## src/rtl/mult_div.sv

```systemverilog
// mult_div: EX-stage multiply/divide unit; single-cycle 32x32 multiply and
// 32-step restoring divide, with the result held as {hi, lo} until replaced.
module mult_div (
    input  logic        clk,
    input  logic        rst,
    input  logic        flush,
    input  logic        hold,
    input  logic [5:0]  funct,
    input  logic [31:0] operand_1,
    input  logic [31:0] operand_2,
    output logic        done,
    output logic [63:0] result
);
    localparam logic [5:0] F_MULT  = 6'b011000;
    localparam logic [5:0] F_MULTU = 6'b011001;
    localparam logic [5:0] F_DIV   = 6'b011010;
    localparam logic [5:0] F_DIVU  = 6'b011011;

    typedef enum logic [1:0] {IDLE, MUL, DIV, DONE} state_t;

    state_t      state, state_nx;
    logic [31:0] op_a, op_b, rem, rem_nx, quo_nx, abs_1, abs_2;
    logic [5:0]  cnt;
    logic        mul_sgn, neg_q, neg_r;
    logic        is_mul, is_div, div_sgn, ge;
    logic [32:0] shifted, diff;
    logic [63:0] ext_a, ext_b, product;

    assign is_mul  = funct == F_MULT || funct == F_MULTU;
    assign is_div  = funct == F_DIV || funct == F_DIVU;
    assign div_sgn = funct == F_DIV;
    assign abs_1   = (div_sgn && operand_1[31]) ? -operand_1 : operand_1;
    assign abs_2   = (div_sgn && operand_2[31]) ? -operand_2 : operand_2;
    assign done    = state == DONE;

    // Sign-extending only for MULT lets one 64-bit multiplier serve both forms.
    assign ext_a   = {{32{mul_sgn & op_a[31]}}, op_a};
    assign ext_b   = {{32{mul_sgn & op_b[31]}}, op_b};
    assign product = ext_a * ext_b;

    // op_a doubles as the dividend/quotient shift register during DIV.
    assign shifted = {rem, op_a[31]};
    assign diff    = shifted - {1'b0, op_b};
    assign ge      = ~diff[32];
    assign rem_nx  = ge ? diff[31:0] : shifted[31:0];
    assign quo_nx  = {op_a[30:0], ge};

    always_ff @(posedge clk or negedge rst) begin
        if (!rst)
            state <= IDLE;
        else
            state <= state_nx;
    end

    always_comb begin
        state_nx = state;
        case (state)
            IDLE:    state_nx = is_mul ? MUL : is_div ? (operand_2 == 32'd0 ? DONE : DIV) : IDLE;
            MUL:     state_nx = DONE;
            DIV:     state_nx = cnt == 6'd31 ? DONE : DIV;
            default: state_nx = hold ? DONE : IDLE;
        endcase
        if (flush)
            state_nx = IDLE;
    end

    always_ff @(posedge clk or negedge rst) begin
        if (!rst) begin
            op_a    <= 32'd0;
            op_b    <= 32'd0;
            rem     <= 32'd0;
            cnt     <= 6'd0;
            mul_sgn <= 1'b0;
            neg_q   <= 1'b0;
            neg_r   <= 1'b0;
            result  <= 64'd0;
        end else if (!flush) begin
            case (state)
                IDLE: begin
                    if (is_mul) begin
                        op_a    <= operand_1;
                        op_b    <= operand_2;
                        mul_sgn <= funct == F_MULT;
                    end else if (is_div && operand_2 == 32'd0) begin
                        result <= {operand_1, 32'hFFFF_FFFF};
                    end else if (is_div) begin
                        op_a  <= abs_1;
                        op_b  <= abs_2;
                        rem   <= 32'd0;
                        cnt   <= 6'd0;
                        neg_q <= div_sgn && (operand_1[31] ^ operand_2[31]);
                        neg_r <= div_sgn && operand_1[31];
                    end
                end
                MUL: result <= product;
                DIV: begin
                    op_a <= quo_nx;
                    rem  <= rem_nx;
                    cnt  <= cnt + 6'd1;
                    if (cnt == 6'd31)
                        result <= {neg_r ? -rem_nx : rem_nx, neg_q ? -quo_nx : quo_nx};
                end
                default: ;
            endcase
        end
    end
endmodule

```

## config.mk

```make
export PLATFORM = sky130hd
export DESIGN_NAME = mult_div
export DESIGN_NICKNAME = d
export VERILOG_FILES = /design/src/rtl/mult_div.sv
export SDC_FILE = /design/constraint.sdc
export NUM_CORES = 2
export LEC_CHECK = 0
export CAP_MARGIN = 25
export CORE_MARGIN = 1.5
export CORE_UTILIZATION = 35
export CTS_BUF_LIST = sky130_fd_sc_hd__clkbuf_2 sky130_fd_sc_hd__clkbuf_4 sky130_fd_sc_hd__clkbuf_8
export DETAILED_ROUTE_END_ITERATION = 7
export SLEW_MARGIN = 20
export SYNTH_ARGS = -nofsm -noshare
export SYNTH_HDL_FRONTEND = slang
export SYNTH_SLANG_ARGS = --single-unit
```

## constraint.sdc

```tcl
create_clock -name clk -period 9.2 [get_ports clk]
set_input_delay 2.76 -clock clk [delete_from_list [all_inputs] [get_ports clk]]
set_output_delay 2.76 -clock clk [all_outputs]
set_load 0.05 [all_outputs]
```

* Word level (Yosys, flattened, before mapping) *
Cells that the tools add are included.

word-level totals
  bits in registers = 171
  input bits = 74
  word-level logic and storage cells = 87

cells by class
  add/subtract/negate cells = 6
  multiply operators = 1
  equality and inequality tests = 16
  multiplexer cells = 31
  bitwise gates (word level) = 7
  reductions and logical operators = 17

operators by type and width
  cell                   number
  $mux W32               14
  $mux W64               3
  $pmux W64 S3           1
  $neg A32 Y32           4
  $pmux W32 S2           2
  $mul A33 B33 Y64       1
  $sub A33 B32 Y33       1
  $logic_not A32 Y1      1
  $eq A6 B5 Y1 const B   5
  $mux W6                3
  $reduce_and A5 Y1      3
  $ne A2 B2 Y1 const B   6
  $pmux W6 S2            1
  $mux W2                4
  $reduce_and A4 Y1      2
  $add A6 B1 Y6 const B  1
  $ne A3 B3 Y1 const B   2
  $pmux W2 S3            1
  $eq A2 B2 Y1 const B   2
  $logic_and A1 B1 Y1    4
  $not A1 Y1             4
  $reduce_bool A2 Y1     2
  $reduce_and A3 Y1      1
  $reduce_bool A3 Y1     1
  6 further kinds        9

* Depth between registers and ports, before layout *
  depth after elaboration = 7
  depth in mapped cells = 33
  gate-level depth less buffers = 30

* Worst setup path before layout *
Ideal clock, no wire load.

  path type = reg2reg
  start = register op_a[23]
  end = register result[62]
  arrival time = 8356 ps
  path slack = 762 ps
  cell stages (with the launch flop) = 31
  path buffers = 2
  clock period less this slack = 8438 ps
  cell sequence = dfrtp_1 clkbuf_1 clkbuf_1 and2_1 fa_1 inv_1 fa_1 inv_1 fa_1 inv_1 fa_1 fa_1 inv_1 fa_1 fa_1 inv_1 fa_1 inv_1 ha_1 a21oi_1 o21ai_0 a21o_1 a2111o_1 a2111o_1 a2bb2oi_1 a21oi_1 or3_1 a31o_2 a311oi_1 mux2_2 a31oi_1

on the way
  word-level cells in the longest chain between the ends = 2

RTL lines
  element                 line  text
  from (decl)             22    logic [31:0] op_a, op_b, rem, rem_nx, quo_nx, abs_1, abs_2;
  from (signal assigned)  81    op_a <= operand_1;
  from (signal assigned)  87    op_a <= abs_1;
  from (signal assigned)  97    op_a <= quo_nx;
  $mul A33 B33 Y64        39    assign product = ext_a * ext_b;
  $pmux W64 S3            78    case (state)
  to (signal assigned)    85    result <= {operand_1, 32'hFFFF_FFFF};
  to (signal assigned)    95    MUL: result <= product;
  to (signal assigned)    101   result <= {neg_r ? -rem_nx : rem_nx, neg_q ? -quo_nx : quo_nx};
  to (decl)               12    output logic [63:0] result

Every way passes these cells.
A chain may end at the register's enable or synchronous reset.

* Worst setup path after layout *
  start = register op_a[7]
  end = register result[47]

Same word-level chain as after synthesis.

==> results.py <==
metrics = {
    "yosys": {
        "ys_warn_count": 0,
        "synth_ff_type": "dfrtp_1",
        "avgSynthCellArea_um2": 8.70,
        "synth_seq_area_share": 0.0846,
        "ys_ff_latch": 171,
        "yosys.area.top_type": "fa_1",
        "synth-edff-count": 0,
        "synthArstFlopShare": 1.00,
        "syn-num-nets": 7270,
        "synth_top_area_frac": 0.446,
        "synth.most_common_cell": "inv_1",
        "syn_area_um2": 50600,
        "ys_types": 81,
        "synth_cells": 5816,
        "synth_area_leaders": "fa_1 (45%), inv_1 (8.8%), dfrtp_1 (8.5%), nand2_1 (7.0%), ha_1 (6.3%)",
        "synth_commonest_cells": "inv_1 (1184), fa_1 (1126), nand2_1 (950)",
    },
    "worst_setup_path": {
        "cpMaxStageDelayCell": "dfrtp_1",
        "cpMostUsedCell": "fa_1",
        "critical-path-max-stage-delay_ns": 0.81,
        "critPathCaptureType": "flip-flop",
        "cp_top_family": "adder cells",
        "cp-start-kind": "flip-flop",
        "required_ns": 9.63,
        "arrival_ns": 9.38,
        "crit_buf_inv": 8,
        "crit_type": "reg -> reg",
        "critPathMaxFanout": 16,
    },
    "global_route": {
        "busiest_layer": "met2",
        "met3_usage": 0.0302,
        "use_met2": 0.391,
        "antenna_found_initial": 18,
        "grt_pass1_vias": 42500,
        "grt_overflow": 0,
        "grt_first_pass_wirelength_um": 262000,
        "track_usage": 0.234,
        "grt_max_degree": 118,
        "met1_usage": 0.309,
    },
    "floorplanning": {
        "dieArea_um2": 147000,
        "die_w_um": 383,
        "fp.dieH_um": 383,
        "core.rowCount": 139,
        "coreArea_um2": 143000,
        "io_pins": 139,
        "initial_core_util": 0.353,
    },
    "cts": {
        "cts_buffer_depth": 2,
        "path_clk_slew_ns": 0.11,
        "insertion_delay_ns": 0.58,
        "cts_tree": "built",
        "htreeDepth": 4,
        "cts-root-buf": "clkbuf_8",
        "cts_made_buffers": 17,
        "clock-sinks": 171,
        "ctsHoldBuffers": 0,
    },
    "sta": {
        "worst_pin_slew_ns": 1.05,
        "timing.fmax_mhz": 112,
        "min_period_ns": 8.95,
        "grt_setup_unrepaired": "no",
        "skew_ns": 0.0364,
        "hold_violations": 0,
        "relSlewSlack": 0.299,
        "fin_crit_sh": 0.973,
        "slew_violations": 0,
        "finalSetupViolCount": 0,
    },
    "final_layout": {
        "layout.nets": 7303,
        "instances_no_fill": 7773,
        "area_growth_pct": 9.41,
        "nFillCells": 14700,
        "drive_gt1_frac": 0.0551,
    },
    "placement": {
        "gp_congestion": 0.957,
        "hpwl_um": 140000,
        "place_inst": 7728,
        "port_buffers": 138,
    },
    "drt": {
        "drtAntennaViolNets": 0,
        "drtIter0Drc": 3221,
        "drcViolationCount": 0,
        "drt_wl_total_um": 168000,
        "num_vias": 40400,
        "wl_per_cell_um": 21.6,
        "vias_per_cell": 5.19,
        "first_pass_iters": 5,
    },
    "flow_run": {
        "maxCapViolCount": 0,
    },
    "hold_path": {
        "hold_path.class": "reg -> reg",
    },
    "outcome": {
        "status": "finished clean",
    },
}
[sequential cells by signal (all words and copies together), names as in the netlist]
signal	cells
op_a	32
mul_sgn	1
result	64
state	2
cnt	6
rem	32
op_b	32
neg_r	1
neg_q	1
[layout by cell type, fill, tap and decap left out, types with 15 or more instances in the layout]
master / Yosys / final
nand3_1: 42 / 42
ha_1: 254 / 252
mux2i_1: 29 / 29
clkbuf_8: 0 / 18
a31oi_1: 33 / 32
a21oi_1: 178 / 177
nor4_1: 17 / 17
or3_1: 38 / 38
a21o_1: 49 / 49
nor2_1: 222 / 222
nand2_1: 950 / 950
nand4_1: 18 / 18
or2_2: 15 / 15
a211oi_1: 15 / 15
nor3_1: 49 / 47
fa_1: 1126 / 1126
o21a_1: 24 / 23
xor2_1: 86 / 86
buf_4: 1 / 206
inv_1: 1184 / 1183
clkdlybuf4s50_1: 0 / 137
a221oi_1: 36 / 36
dfrtp_1: 171 / 158
and2_1: 312 / 312
xnor2_1: 117 / 117
and3_1: 38 / 38
o31ai_1: 37 / 37
o21ai_0: 226 / 225
[kinds of logic (layout without fill, tap and decap cells)]
logic type      Yosys count  count (layout)  share of synthesized area
flops                   171             171                     0.0846
simple gates           1764            1764                      0.160
buf+inv                1533            1578                      0.114
other cells               0               9                          0
compound gates          729             729                     0.0910
fa+ha+maj              1380            1380                      0.508
xor+xnor                203             203                     0.0351
mux                      36              36                    0.00730
[worst min-delay path: cells and delay by family (launching register included)]
| kind | cells | cell delay, ns |
|---|---|---|
| AOI/OAI and AO/OA | 1 | 0.06 |
| and+or+nand+nor | 1 | 0.05 |
| DFF | 1 | 0.35 |
[what timing repair did]
item                                    in CTS  in global routing
endpoints found under the setup margin       3                 15
buffers inserted                             0                  4
resized for setup                            2                 23
gates cloned                                 0                  0
[worst paths after layout]
kind	end	slack [ns]	startpoint	depth (start not counted)
min	result[18]$_DFFE_PN0P_	0.49	result[18]$_DFFE_PN0P_	2
max in group asynchronous	op_a[8]$_DFFE_PN0P_	5.31	rst	2
max reg2reg	result[47]$_DFFE_PN0P_	0.25	op_a[7]$_DFFE_PN0P_	29
max	result[47]$_DFFE_PN0P_	0.25	op_a[7]$_DFFE_PN0P_	29
min reg2reg	result[18]$_DFFE_PN0P_	0.49	result[18]$_DFFE_PN0P_	2
min in group asynchronous	state[0]$_DFF_PN0_	2.28	rst	1
[layer usage]
layer	part of all wire	vias to the layer above
li1	-	17700
met1	0.41	21100
met2	0.49	1270
met3	0.056	266
met4	0.040	6
met5	0.00024	-
[final cells by class]
cell class / count / area [um2] / share of cell area
clock buffer: 18 / 248 / 0.00448
inverter: 1187 / 4460 / 0.0806
clock inverter: 13 / 110 / 0.00199
sequential: 171 / 4300 / 0.0776
tap: 1903 / 2380 / 0.0430
antenna: 9 / 22.5 / 0.000407
multi-input combinational: 4112 / 40600 / 0.734
timing repair buffer: 360 / 3210 / 0.0581
[through the flow]
step                       util  TNS, ns  setup WS (ns)  hold WS, ns  cell area [um2]
final                     0.386        0          0.253        0.486            55300
after global routing      0.386        0       0.000970        0.518            55300
after CTS                 0.385        0         0.0326        0.493            55200
after detailed placement  0.382  -0.0453        -0.0453        0.469            54900
after global placement    0.382  -0.0228        -0.0228        0.463            54900
after floorplan               -        0          0.762        0.466            50600
Power is left out: the tool's default activity adds up to more than one toggle a clock period on the data nets, which glitch-free logic cannot reach.
